==> src/rtl/pipeline_idc_buffer.sv <==
// IF->ID decoupling buffer: a DEPTH-entry instruction FIFO feeding one registered output slot.
// The output slot presents instruction, PC and pre-sliced register fields to decode.
module pipeline_idc_buffer #(
    parameter int unsigned XLEN = 64,
    parameter int unsigned ILEN = 32,
    parameter int unsigned DEPTH = 4,
    parameter logic [ILEN-1:0] NOP_INST = ILEN'(32'h00000013)
) (
    input  logic                         clk,
    input  logic                         reset,
    input  logic                         flush,
    input  logic                         in_valid,
    output logic                         in_ready,
    input  logic [ILEN-1:0]              instruction_IF,
    input  logic [XLEN-1:0]              pc_IFR,
    output logic                         out_valid,
    input  logic                         out_ready,
    output logic [ILEN-1:0]              instruction_IDC,
    output logic [XLEN-1:0]              pc_IDC,
    output logic [4:0]                   rd_ID,
    output logic [4:0]                   rs1_IDC,
    output logic [4:0]                   rs2_IDC,
    output logic [$clog2(DEPTH+2)-1:0]   count
);

    localparam int unsigned IdxW   = $clog2(DEPTH);
    localparam int unsigned PtrW   = IdxW + 1;
    localparam int unsigned CountW = $clog2(DEPTH + 2);

    logic [ILEN-1:0]   mem_inst [DEPTH];
    logic [XLEN-1:0]   mem_pc   [DEPTH];
    logic [PtrW-1:0]   wr_ptr_q, rd_ptr_q;
    logic              out_valid_q;
    logic [ILEN-1:0]   inst_q;
    logic [XLEN-1:0]   pc_q;
    logic [CountW-1:0] count_q;

    logic kill;
    logic q_empty, q_full;
    logic accept, consume, slot_free;
    logic load_q, bypass, push;
    logic [IdxW-1:0] rd_idx, wr_idx;

    always_comb begin
        kill      = reset | flush;
        rd_idx    = rd_ptr_q[IdxW-1:0];
        wr_idx    = wr_ptr_q[IdxW-1:0];
        q_empty   = (wr_ptr_q == rd_ptr_q);
        q_full    = (wr_idx == rd_idx) && (wr_ptr_q[PtrW-1] != rd_ptr_q[PtrW-1]);
        accept    = in_valid & ~q_full;
        consume   = out_valid_q & out_ready;
        slot_free = ~out_valid_q | out_ready;
        // Queue head wins over the input so ordering stays strict FIFO.
        load_q    = slot_free & ~q_empty;
        bypass    = slot_free & q_empty & accept;
        push      = accept & ~bypass;
    end

    always_ff @(posedge clk) begin
        if (kill) begin
            wr_ptr_q    <= '0;
            rd_ptr_q    <= '0;
            out_valid_q <= 1'b0;
            inst_q      <= NOP_INST;
            pc_q        <= '0;
            count_q     <= '0;
        end else begin
            if (push) begin
                wr_ptr_q <= wr_ptr_q + PtrW'(1);
            end
            if (load_q) begin
                rd_ptr_q    <= rd_ptr_q + PtrW'(1);
                out_valid_q <= 1'b1;
                inst_q      <= mem_inst[rd_idx];
                pc_q        <= mem_pc[rd_idx];
            end else if (bypass) begin
                out_valid_q <= 1'b1;
                inst_q      <= instruction_IF;
                pc_q        <= pc_IFR;
            end else if (consume) begin
                out_valid_q <= 1'b0;
            end
            count_q <= count_q + CountW'(accept) - CountW'(consume);
        end
    end

    // Storage needs no reset; the pointers alone define what is live.
    always_ff @(posedge clk) begin
        if (push && !kill) begin
            mem_inst[wr_idx] <= instruction_IF;
            mem_pc[wr_idx]   <= pc_IFR;
        end
    end

    assign in_ready        = ~q_full;
    assign out_valid       = out_valid_q;
    assign instruction_IDC = inst_q;
    assign pc_IDC          = pc_q;
    assign rd_ID           = inst_q[11:7];
    assign rs1_IDC         = inst_q[19:15];
    assign rs2_IDC         = inst_q[24:20];
    assign count           = count_q;

endmodule

==> config.mk <==
export PLATFORM = sky130hd
export DESIGN_NAME = pipeline_idc_buffer
export DESIGN_NICKNAME = d
export VERILOG_FILES = /design/src/rtl/pipeline_idc_buffer.sv
export SDC_FILE = /design/constraint.sdc
export NUM_CORES = 1
export LEC_CHECK = 0
export ABC_AREA = 1
export ABC_CLOCK_PERIOD_IN_PS = 7300
export CAP_MARGIN = 20
export CORE_MARGIN = 2
export CORE_UTILIZATION = 44
export DETAILED_ROUTE_END_ITERATION = 12
export SYNTH_ARGS = -nofsm -noshare
export SYNTH_HDL_FRONTEND = slang
export SYNTH_SLANG_ARGS = --single-unit
==> constraint.sdc <==
create_clock -name clk -period 7.3 [get_ports clk]
set_clock_uncertainty 0.15 [all_clocks]
set_input_delay 0.73 -clock clk [delete_from_list [all_inputs] [get_ports clk]]
set_output_delay 0.73 -clock clk [all_outputs]
set_load 0.01 [all_outputs]
# --- After elaboration in Yosys (flattened, before gate mapping) ---
# Memory sizes are Yosys's and may differ from the RTL's. A register that Yosys moved wholly into a read port is not among the register bits.
# Cells that the tools add are included.
word_totals:
  ff_bits: 106
  inputBits: 101
  ram_bits: 384
  n_memories: 2
  output_inout_bits: 116
mem_list:
  columns: ["memory", "depth", "word_bits", "rd", "rd_clocked_by_memory_dff", "wr", "line_no", "text"]
  rows:
  - ["mem_pc", 4, 64, 1, 1, 1, "31", "logic [XLEN-1:0] mem_pc [DEPTH];"]
  - ["mem_inst", 4, 32, 1, 1, 1, "30", "logic [ILEN-1:0] mem_inst [DEPTH];"]
classes:
  n_mux: 13
  n_reduce_logical: 5
  eq_ne: 3
  addsub: 4
  bitwise_logic: 12
op_table:
  columns: ["cell", "count"]
  rows:
  - ["$mux W64", 2]
  - ["$mux W32", 2]
  - ["$mux W2", 4]
  - ["$add A3 B1 Y3 const B", 2]
  - ["$and A1 B1 Y1", 6]
  - ["$mux W1", 5]
  - ["$not A1 Y1", 4]
  - ["$add A3 B1 Y3", 1]
  - ["$eq A3 B3 Y1", 1]
  - ["$reduce_bool A3 Y1", 1]
  - ["$sub A3 B1 Y3", 1]
  - ["$eq A2 B2 Y1", 1]
  - ["$logic_and A1 B1 Y1", 2]
  - ["$or A1 B1 Y1", 2]
  - ["$reduce_bool A2 Y1", 1]
  - ["$logic_not A1 Y1", 1]
  - ["$ne A1 B1 Y1", 1]

# --- Logic depth before layout (Yosys ltp) ---
depth:
  word_depth: 10
  depth_mapped: 13

# --- Least setup slack after synthesis ---
# Ideal clock, no wire load.
synth_path:
  path_type: "input to register"
  from: "in flush"
  to: "mem mem_inst[0][0] (enable)"
  setup_time_ps: 552
  setup_slack_ps: 1348
  t_arrival_ps: 5251
  cell_stages: 4
  path_cell_list: "nor2_1 -> clkbuf_1 -> nand2_1 -> nor2_1"
synth_between:
  elab_chain_len: 5
synth_rtl:
  columns: ["item", "line_no", "text"]
  rows:
  - ["start: declaration", "11", "input logic flush,"]
  - ["$or A1 B1 Y1", "45", "kill = reset | flush;"]
  - ["$logic_not A1 Y1", "89", "if (push && !kill) begin"]
  - ["$logic_and A1 B1 Y1", "89", null]
  - ["$mux W1", "89", null]
  - ["$mux W1 (implied by the code)", "90", "mem_inst[wr_idx] <= instruction_IF;"]
  - ["end: declaration", "30", null]
# Every way passes these cells.

# --- Worst setup path in the final report ---
layout_path:
  from: "in out_ready"
  to: "reg inst_q[6], in the netlist instruction_IDC[6]"
layout_between:
  elab_chain_len: 4
  word_cells_on_any_way: 6
  classes_between: "mux: 1; bitwise: 4; reduce/logical: 1"
layout_rtl:
  columns: ["item", "line_no", "text"]
  rows:
  - ["start: declaration", "17", "input logic out_ready,"]
  - ["$or A1 B1 Y1 *", "52", "slot_free = ~out_valid_q | out_ready;"]
  - ["$and A1 B1 Y1 (2 in series)", "55", "bypass = slot_free & q_empty & accept;"]
  - ["$reduce_bool A2 Y1 (no source line)", null, null]
  - ["end signal: assignment", "74", "inst_q <= mem_inst[rd_idx];"]
  - ["end signal: assignment", "78", "inst_q <= instruction_IF;"]
  - ["end: declaration", "34", "logic [ILEN-1:0] inst_q;"]
# Every way passes the cells marked *; elsewhere a longest branch is shown, timed or not.
# A chain may end at the register's enable or synchronous reset.

==> impl_metrics.env <==
export IMPL_powerDensity_mw_per_mm2=255
export IMPL_synthXorXnorAreaFrac_pct=0.0829
export IMPL_cts_setup_buffers=0
export IMPL_setup_violations=0
export IMPL_dieArea_mm2=0.0498
export IMPL_yosys_warnings=0
export IMPL_clk_path_buf_depth=3
export IMPL_fillCellCount=4135
export IMPL_grt_pass1_wl_mm=80.9
export IMPL_final_util_pct=53.0
export IMPL_grt_max_degree=100
export IMPL_drt_iter0_drc=1083
export IMPL_cts_buffers=52
export IMPL_drv_slew=0
export IMPL_ys_seq_area_share_pct=64.8
export IMPL_clock_fmax_mhz=264
export IMPL_crit_path_start_kind="input pin"
export IMPL_leakage_uw=0.00996
export IMPL_ant_nets=0
export IMPL_cts_resized=0
export IMPL_ir_drop_v=0.000141
export IMPL_required_ns=7.58
export IMPL_routed_wl_mm=51.6
export IMPL_coreArea_mm2=0.0475
export IMPL_fin_setup_tns_ns=0
export IMPL_place_gp_congestion=0.745
export IMPL_synth_area_mm2=0.0211
export IMPL_vias=15036
export IMPL_hold_viol_final=0
export IMPL_die_h_um=223
export IMPL_antenna_found_initial=5
export IMPL_yosys_area_share_adder_pct=0.509
export IMPL_cts_tree="built"
export IMPL_io_buffers=216
export IMPL_post_route_period_util_pct=51.9
export IMPL_hp_class="register to register"
export IMPL_startpoint="out_ready"
export IMPL_syn_to_final_growth_pct=19.2
export IMPL_hold_buffers=0
export IMPL_worstHoldStart="pc_IDC[15]"
export IMPL_synth_cell_types=25
export IMPL_slew_headroom_pct=28.7
export IMPL_multi_input_area_mm2=0.00553
export IMPL_synthCells=2219
export IMPL_grt_pass1_vias=14546
export IMPL_boundaryPins=217
export IMPL_rows=80
export IMPL_r2r_start="wr_ptr_q[0]"
export IMPL_die_width_um=223
export IMPL_grt_overflow_total=0
export IMPL_worst_slew_pin_slew_ns=1.07
export IMPL_cts_root_buf="clkbuf_16"
export IMPL_track_usage_pct=20.7
export IMPL_rsz0062_at_grt="false"
export IMPL_wl_per_cell_um=17.1
export IMPL_synth_mux_area_share_pct=0
export IMPL_synth_area_leaders="edfxtp_1 55%, dfxtp_1 10%, nand2_1 8.5%"
export IMPL_synth_compound_area_share_pct=5.64
export IMPL_ys_ff_latch=492
export IMPL_syn_area_per_cell_um2=9.52
export IMPL_cp_arrival_ns=4.07
export IMPL_clock_latency_ns=0.59
export IMPL_drv_cap=0
export IMPL_min_period_ns=3.79
export IMPL_synth_fp_nets=2328
export IMPL_yosys_area_top_type_share_pct=54.6
export IMPL_synthSimpleGateAreaFrac_pct=19.7
export IMPL_clk_pin_slew_ns=0.06
export IMPL_drtPass1Iterations=5
export IMPL_drive_above_1_share_pct=4.45
export IMPL_path_max_fanout=95
export IMPL_seq_area_mm2=0.0137
export IMPL_cts_max_level=2
export IMPL_cts_sinks=492
export IMPL_synth_top_family_by_area="simple AND/OR/NAND/NOR gates"
export IMPL_crit_path_end_kind="register"
export IMPL_dp_final_hpwl_mm=28.3
export IMPL_viasPerCell=4.98
export IMPL_final_nets=2469
export IMPL_crit_type="input pin to register"
export IMPL_start_util_pct=44.4
export IMPL_yosysTopAreaCell="edfxtp_1"
export IMPL_drc_errors=0
export IMPL_outcome="finished, final reports clean"
## routing by layer
metal | share of wire, % | vias up | track usage [%]
met2 | 47 | 312 | 34.3
met4 | 2.5 | 8 | 7.23
met3 | 4.8 | 82 | 3.38
met5 | 0.11 | - | 0
met1 | 45 | 7179 | 27.7
li1 | - | 7455 | -
## final cells by class
class	count	share of cell area (%)
tap	615	3.06
antenna	1	0.00994
inverter	329	4.92
timing repair buffer	232	9.26
clock inverter	17	0.338
sequential	492	54.4
clock buffer	81	6.05
multi-input combinational	1253	22.0
## critical path: stages
cell and delay [ns]:
clkdlybuf4s50_1 0.45, nor2_2 0.17, clkinv_2 0.66, nand2_8 0.82
buf_4 0.78, o21ai_0 0.22, nand2_1 0.11, a21oi_1 0.07
## report_power, final
part / switching [uW] / internal [uW] / total [uW]
Clock: 1070 / 1430 / 2500
Sequential: 51.4 / 3080 / 3130
Combinational: 500 / 289 / 789
Total: 1620 / 4800 / 6420
## registers in the layout, summed over array words and instances (netlist names), named ones only
signal,cells
instruction_IDC,32
count,3
rd_ptr_q,3
wr_ptr_q,3
mem_inst,128
out_valid,1
pc_IDC,64
mem_pc,256
## final timing paths
check,end,cells after the start,slack [ns]
worst max register to register,mem_pc[2][45],9,3.74
worst min-delay path,pc_IDC[15],2,0.34
worst max-delay path,instruction_IDC[6],8,3.51
worst min register to register,pc_IDC[15],2,0.34
## logic make-up (layout without fill, tap and decap cells)
kind of cell | after synthesis | in the layout
AOI/OAI and AO/OA | 233 | 233
xor gates and xnor gates | 2 | 2
adders and majority gates | 8 | 8
buffers and inverters | 474 | 659
DFF | 492 | 492
other | 0 | 1
and+or+nand+nor | 1010 | 1010
## metrics by stage
step           power [uW]  setup slack (ns)  cell area, um2  hold slack (ns)  instances
2_1_floorplan        3670              1.35           21100            0.322       2219
3_3_place_gp         3970              2.95           23600            0.324       2921
3_5_place_dp         3990              2.91           23600            0.329       2921
4_1_cts              6470              3.52           25200            0.337       3019
5_1_grt              6680              3.22           25200            0.348       3020
6_report             6420              3.51           25200            0.335       3020
## cell usage after synthesis (all sizes together)
master	count
xor2	2
ha	7
edfxtp	384
clkbuf	65
nand3	143
clkinv	1
buf	80
nand2	484
nand4	60
o21ai	134
fa	1
dfxtp	108
nor2	323
inv	328
o22ai	20
a21oi	79
## placed cells by master, fill, tap and decap left out
master           instances
nand3_1                142
inv_1                  323
nor2_1                 316
o21ai_1                 10
clkinv_1                 6
buf_12                   4
nand2_1                481
clkdlybuf4s50_1        216
edfxtp_1               384
clkbuf_1                20
dfxtp_4                  2
nor2_2                   3
diode_2                  1
buf_4                   12
ha_1                     7
xor2_1                   2
nand2_4                  1
clkinv_2                12
fa_1                     1
dfxtp_1                106
clkbuf_8                 7
nand2_8                  2
a21oi_1                 79
inv_2                    3
nor2_4                   4
o22ai_1                 20
nand4_1                 60
clkbuf_16               54
inv_6                    2
nand3_4                  1
o21ai_0                124
Note: power is estimated with default switching activity, not from simulation.
